===== config.mk =====
export PLATFORM = sky130hd
export DESIGN_NAME = addr_arb_mux
export DESIGN_NICKNAME = d
export VERILOG_FILES = /design/src/rtl/addr_arb_mux.sv
export SDC_FILE = /design/constraint.sdc
export NUM_CORES = 1
export LEC_CHECK = 0
export ABC_AREA = 1
export CAP_MARGIN = 20
export CORE_ASPECT_RATIO = 1.75
export CORE_MARGIN = 4
export CORE_UTILIZATION = 42
export DETAILED_ROUTE_END_ITERATION = 12
export PLACE_DENSITY = 0.8
export SLEW_MARGIN = 20
export SYNTH_ARGS = -nofsm -noshare
export SYNTH_HDL_FRONTEND = slang
export SYNTH_SLANG_ARGS = --single-unit

===== constraint.sdc =====
create_clock -name clk -period 3.8 [get_ports clk]
set_input_delay 0.57 -clock clk [delete_from_list [all_inputs] [get_ports clk]]
set_output_delay 0.57 -clock clk [all_outputs]
set_load 0.01 [all_outputs]

===== src/rtl/addr_arb_mux.sv =====
// N-channel address multiplexer feeding one memory port: captures a requesting
// channel's address by external select or round-robin, holds it under a
// valid/ready handshake and returns a one-cycle grant to the served channel.
module addr_arb_mux #(
    parameter int WIDTH = 16,
    parameter int N     = 8,
    parameter int SEL_W = 3
) (
    input  logic               clk,
    input  logic               nrst,
    input  logic               mode,
    input  logic [SEL_W-1:0]   sel,
    input  logic [N-1:0]       req,
    input  logic [N*WIDTH-1:0] in_addr,
    output logic [WIDTH-1:0]   out_addr,
    output logic               out_valid,
    input  logic               out_ready,
    output logic [SEL_W-1:0]   out_ch,
    output logic [N-1:0]       grant
);

    typedef enum logic [1:0] {
        IDLE = 2'd0,
        HOLD = 2'd1,
        ACK  = 2'd2
    } state_t;

    state_t           r_state;
    state_t           w_next;
    logic [WIDTH-1:0] r_addr;
    logic             r_valid;
    logic [SEL_W-1:0] r_ch;
    logic [SEL_W-1:0] r_rr_last;
    logic [N-1:0]     r_grant;

    logic             w_ext_hit;
    logic             w_rr_hit;
    logic [SEL_W-1:0] w_rr_ch;
    logic             w_hit;
    logic [SEL_W-1:0] w_ch;

    // Comparing sel against each legal index means sel>=N simply never matches.
    always_comb begin
        w_ext_hit = 1'b0;
        for (int k = 0; k < N; k++) begin
            if (sel == SEL_W'(k) && req[k]) begin
                w_ext_hit = 1'b1;
            end
        end
    end

    // Scan from the farthest offset down so the nearest requester after
    // rr_last wins; the index wraps modulo N, never modulo 2**SEL_W.
    always_comb begin
        logic [SEL_W:0] idx;
        w_rr_hit = 1'b0;
        w_rr_ch  = '0;
        idx      = '0;
        for (int off = N; off >= 1; off--) begin
            idx = {1'b0, r_rr_last} + (SEL_W+1)'(off);
            if (idx >= (SEL_W+1)'(N)) begin
                idx = idx - (SEL_W+1)'(N);
            end
            if (req[idx[SEL_W-1:0]]) begin
                w_rr_hit = 1'b1;
                w_rr_ch  = idx[SEL_W-1:0];
            end
        end
    end

    assign w_hit = mode ? w_rr_hit : w_ext_hit;
    assign w_ch  = mode ? w_rr_ch  : sel;

    always_ff @(posedge clk or negedge nrst) begin
        if (!nrst) begin
            r_state <= IDLE;
        end else begin
            r_state <= w_next;
        end
    end

    // NOTE: every variable in a combinational block gets a default first so no latch is inferred.
    always_comb begin
        w_next = r_state;
        case (r_state)
            IDLE:    if (w_hit) w_next = HOLD;
            HOLD:    if (out_ready) w_next = ACK;
            ACK:     w_next = IDLE;
            default: w_next = IDLE;
        endcase
    end

    // NOTE: sequential state is written only with non-blocking assignments.
    always_ff @(posedge clk or negedge nrst) begin
        if (!nrst) begin
            r_addr    <= '0;
            r_valid   <= 1'b0;
            r_ch      <= '0;
            r_grant   <= '0;
            r_rr_last <= SEL_W'(N - 1);
        end else begin
            case (r_state)
                IDLE: begin
                    if (w_hit) begin
                        r_addr    <= in_addr[w_ch*WIDTH +: WIDTH];
                        r_ch      <= w_ch;
                        r_valid   <= 1'b1;
                        r_rr_last <= w_ch;
                    end
                end
                HOLD: begin
                    if (out_ready) begin
                        r_valid <= 1'b0;
                        r_grant <= N'(1) << r_ch;
                    end
                end
                ACK: begin
                    r_grant <= '0;
                end
                default: begin
                    r_valid <= 1'b0;
                    r_grant <= '0;
                end
            endcase
        end
    end

    assign out_addr  = r_addr;
    assign out_valid = r_valid;
    assign out_ch    = r_ch;
    assign grant     = r_grant;

endmodule


==> Word-level counts from Yosys, hierarchy flattened <==
Cells that the tools add are included.
{ "word_totals": {"register_bits": 33, "inputBits": 143, "output_inout_bits": 28, "word_cells": 125} }
{ "op_classes": {"n_addsub": 16, "n_lt_le_gt_ge": 16, "eq_ne": 11, "n_shift": 2, "mux": 58, "bitwise": 2, "reduce_logical": 14} }
{ "op_table": {"columns": ["operator", "n"], "rows": [
  ["$shiftx A128 B8 Y16", 1],
  ["$mux W3", 17],
  ["$ge A4 B4 Y1 const B", 8],
  ["$lt A3 B4 Y1 const B", 8],
  ["$mux W1", 27],
  ["$bmux W1 S3", 8],
  ["$sub A3 B1 Y3 const B", 8],
  ["$add A3 B3 Y4 const B", 4],
  ["$pmux W8 S2", 1],
  ["$eq A3 B3 Y1 const B", 4],
  ["$add A3 B2 Y4 const B", 2],
  ["$logic_and A1 B1 Y1", 8],
  ["$mux W8", 1],
  ["$shl A1 B3 Y8 const A", 1],
  ["$eq A3 B2 Y1 const B", 2],
  ["$reduce_and A2 Y1", 3],
  ["$add A3 B1 Y4 const B", 1],
  ["$add A3 B4 Y4 const B", 1],
  ["$mux W2", 2],
  ["$ne A2 B2 Y1 const B", 2],
  ["$pmux W2 S2", 1],
  ["$eq A3 B1 Y1 const B", 1],
  ["$logic_not A3 Y1", 1],
  ["$pmux W1 S3", 1],
  ["5 further kinds", 6]
]} }

==> Logic depth before layout (Yosys ltp) <==
{ "logic_depth": {"depth_word": 16, "depth_mapped": 26, "mapped_depth_nobuf": 23} }

==> Least setup slack after synthesis <==
Ideal clock, no wire load.
{ "synth_timing": {"path_type": "reg-to-reg", "start": "reg r_rr_last[0]", "end": "reg r_addr[10] (netlist: out_addr[10])", "setup_ns": 0.116, "arrival_ns": 2.666, "t_required_ns": 3.684, "setup_slack_ns": 1.018, "path_stages_with_launch": 23, "path_buffers": 4, "period_less_slack_ns": 2.782, "path_cell_list": "dfstp_2 buf_6 inv_4 buf_8 ha_1 inv_1 nand3_1 nand3_1 nand2_1 inv_1 nand2_1 nand2_1 nand2_1 a21oi_2 nand2_2 buf_6 buf_6 nand3_1 nand3_1 nand2_1 nand2_1 nand2_1 nand2_1"} }
{ "synth_between": {"elab_chain_len": 15, "word_cells_on_any_way": 68, "classes_between": "16 x add/sub; 8 x order compare; 1 x shift; 42 x mux; 1 x reduce/logical"} }
{ "synth_rtl": {"columns": ["item", "line", "rtl"], "rows": [
  ["from (decl)", "33", "logic [SEL_W-1:0] r_rr_last;"],
  ["from (signal assigned)", "100", "r_rr_last <= SEL_W'(N - 1);"],
  ["from (signal assigned)", "108", "r_rr_last <= w_ch;"],
  ["$add A3 B4 Y4", "60", "idx = {1'b0, r_rr_last} + (SEL_W+1)'(off);"],
  ["$ge A4 B4 Y1 / $sub A3 B1 Y3 (equally long branches)", "61, 62", null],
  ["$mux W3", "61", "if (idx >= (SEL_W+1)'(N)) begin"],
  ["$bmux W1 S3", "64", "if (req[idx[SEL_W-1:0]]) begin"],
  ["$mux W1 (not written as such)", "64", null],
  ["$mux W3 / $mux W1 (equally long branches) (8 in a row)", "64", null],
  ["$mux W3 / $mux W1 (equally long branches)", "72, 71", null],
  ["$shiftx A128 B8 Y16 / $reduce_and A2 Y1 (equally long branches)", null, null],
  ["to (signal assigned)", "105", "r_addr <= in_addr[w_ch*WIDTH +: WIDTH];"],
  ["to (decl)", "30", "logic [WIDTH-1:0] r_addr;"]
]} }
Parallel ways exist; a longest one is shown, timed or not. The select of a mux whose other input is x is not followed.
A chain may end at the register's enable or synchronous reset.

==> Final worst setup path <==
{ "layout_timing": {"start": "reg r_rr_last[1]", "end": "reg r_addr[5] (netlist: out_addr[5])"} }
The elaborated chain is that of the path after synthesis.

==> results by group <==
Status
  – Outcome: finished clean

Job
  – Max Cap Viol: 0

Synthesis
  – Seq/Total Area, Yosys: 0.2308
  – Average size of a mapped cell: 6.019 µm²
  – Predominant post-synthesis flop cell: dfrtp_1
  – Cell area after synthesis: 3593 µm²
  – Async SR Flop Fraction: 1.000
  – Mapped Nets: 742
  – Post-synth cell types: 35
  – FF+latch count, synth: 33
  – Largest family of logic cells by synthesized area: simple AND/OR/NAND/NOR gates
  – Synth Area in Compound Gates: 0.05571
  – Cell count after synthesis: 597
  – Xor-xnor portion of the synthesized cell area: 0.004875
  – Adder and majority gate portion of the synthesized area: 0.006964
  – Post-synth EDFFs: 0
  – Post-Synth Simple-Gate Area: 0.5811
  – Proportion of synthesized area in mux cells: 0
  – Yosys warns: 0

Clock tree
  – Root Buffer: clkbuf_16
  – Clock Latency Late Sink: 0.28 ns
  – CTS max path bufs: 2
  – Reg clk slew, reported paths: 0.06 ns
  – CTS sink cnt: 33
  – Cts bufs inserted: 5
  – H-tree depth: 2
  – CTS tree: built
  – Hold_buf cts: 0
  – Setup bufs post-CTS: 0
  – Post_cts resized: 0

Routing
  – Vias post-DR: 4488
  – Post-Route WL: 13860 µm
  – Drt first pass iters: 5
  – WL/cell: 16.10 µm
  – Vias per cell: 5.213
  – Drt first-iter violations: 218
  – Residual DRC: 0
  – DRT antenna net count: 0

Timing
  – Fmax: 284.3 MHz
  – RSZ-0062 raised after global routing: true
  – Fin crit share: 0.9255
  – Fin crit period: 3.517 ns
  – Max Clock Skew: 0.007165 ns
  – Final Hold Vio Count: 0
  – Worst Tran Pin Value: 0.7573 ns
  – Relative slew slack: 0.4951
  – Setup TNS Final: 0 ns
  – Setup slack after layout: 0.2831 ns
  – Endpoints failing setup: 0
  – Slew Limit Fails: 0

Floorplanning
  – Core area: 8313 µm²
  – FP Rows: 44
  – # IOs: 171
  – Die W: 77.92 µm
  – Die footprint: 10160 µm²
  – Initial core utilization: 0.4323
  – Die height: 130.4 µm

Global route
  – Initial antenna violation count: 0
  – First-pass GRT wire length: 21360 µm
  – Overall Global Routing Usage: 0.2638
  – Pin count of the biggest net entering global routing: 65
  – Vias in the first global route: 4356
  – Congestion Overflow GR: 0

Critical path
  – CP Data Arrival Time: 3.68 ns
  – Worst-path fanout max: 22
  – Setup crit end kind: flip-flop
  – Setup CP Type: flip-flop to flip-flop
  – Reg-to-Reg Start: r_rr_last[1]
  – CP startpoint kind: flip-flop
  – Critical Path Start: r_rr_last[1]
  – WP data required: 3.96 ns

Cells and area
  – Commonest non-fill, non-tap cell in the layout: nand2_1
  – Finished Layout Cells: 861
  – Nets: 890
  – Area of the multi-input gates: 2331 µm²
  – Ant diodes: 0
  – Synth-to-Final Area Change: 49.13%
  – Most frequent cells in the layout: 236 x nand2_1, 169 x clkdlybuf4s50_1, 145 x nand3_1
  – Register area: 829.5 µm²
  – Fill cells: 795
  – Share of cells above drive strength 1: 0.07909

Power
  – Max VDD drop: 0.5358 mV
  – P per Cell Area: 904.8 nW/µm²
  – Internal power: 2107 µW
  – Power Total: 4849 µW
  – Clock network power share: 0.081
  – Static Leak: 0.002628 µW
  – Sw power: 2742 µW
  – Sw Share: 0.5654
  – Flop pwr share: 0.142
  – Comb pwr share: 0.777

Placed design
  – IO Port Bufs: 170
  – Place WS: 0.3342 ns
  – RD Place Congestion: 0.9358
  – HPWL after DPL: 11090 µm
  – Cell count after placement: 853

Worst hold path
  – Hold Path Class: input pin to async pin
==> flip-flops by register name (all words and copies together) (netlist names) <==
name and flops:
out_addr 16, grant 8, out_ch 3, r_rr_last 3
r_state 2, out_valid 1
==> path summary, 6_finish.rpt <==
kind	endpoint	slack [ns]	depth (start not counted)
worst max register to register	out_addr[5]	0.28	16
worst max-delay path	out_addr[5]	0.28	16
min in group clk	out_addr[10]	0.48	2
max in group asynchronous	out_addr[1]	2.95	1
worst min-delay path	grant[5]	0.35	1
worst min register to register	out_addr[10]	0.48	2
==> stage by stage <==
step           utilization  area [µm²]  hold slack [ns]
2_1_floorplan            -        3593           0.2744
3_3_place_gp        0.6275        5216           0.4639
3_5_place_dp        0.6275        5216           0.4643
4_1_cts             0.6446        5359           0.3765
5_1_grt             0.6446        5359           0.4122
6_report            0.6446        5359           0.3518
==> cell families (layout without fill, tap and decap cells) <==
family	after synthesis	count (layout)
adders and majority gates	2	2
buffers and inverters	81	230
DFF	33	33
and+or+nand+nor	444	444
AOI/OAI and AO/OA	35	35
xor gates and xnor gates	2	2
==> worst max-delay path, stage by stage, from the launching register on <==
cell	delay (ns)
dfstp_2	0.66
inv_1	0.19
ha_1	0.42
inv_1	0.20
nand3_1	0.14
nand3_1	0.10
nand2_2	0.10
a31oi_1	0.28
nand3_1	0.11
o21ai_1	0.14
nand2_1	0.13
nand2_4	0.27
inv_2	0.15
nand3b_4	0.24
nand3_1	0.11
nand2_1	0.08
nand2_1	0.06
==> cells in the mapped netlist, types with 3 or more instances <==
cell	count	share of area
dfrtp_1	30	0.21
inv_2	6	0.0063
dfstp_2	3	0.022
buf_4	5	0.010
a21oi_1	7	0.0097
nor2_1	14	0.015
nand3_2	12	0.033
nand3_1	145	0.20
buf_6	11	0.034
nand2_2	12	0.021
nand3b_1	16	0.033
o21ai_0	19	0.026
inv_1	40	0.042
buf_2	9	0.013
nand2_1	236	0.25
nand2_4	4	0.013
clkbuf_1	5	0.0052
==> cell type report <==
cell class,instances,share of cell area
multi-input combinational,483,0.4350
tap,115,0.02685
clock buffer,5,0.02335
timing repair buffer,174,0.3222
inverter,48,0.03456
sequential,33,0.1548
clock inverter,3,0.003269
==> power by group through the flow <==
| stage | Sequential, µW | Clock [µW] | Combinational, µW |
|---|---|---|---|
| 6_report | 688 | 391 | 3770 |
| 5_1_grt | 704 | 414 | 4210 |
| 3_5_place_dp | 690 | 0 | 3730 |
| 3_3_place_gp | 686 | 0 | 3720 |
| 4_1_cts | 686 | 397 | 3750 |
| 2_1_floorplan | 684 | 0 | 2810 |
==> per-layer routing <==
layer / vias up / track usage / routed length, µm
met1: 2000 / 0.2650 / 4647
met4: 0 / 0.1432 / 594
met3: 41 / 0.03453 / 830
li1: 2237 / - / -
met5: - / 0 / 0
met2: 210 / 0.5157 / 7789
(Power assumes the default switching activity.)
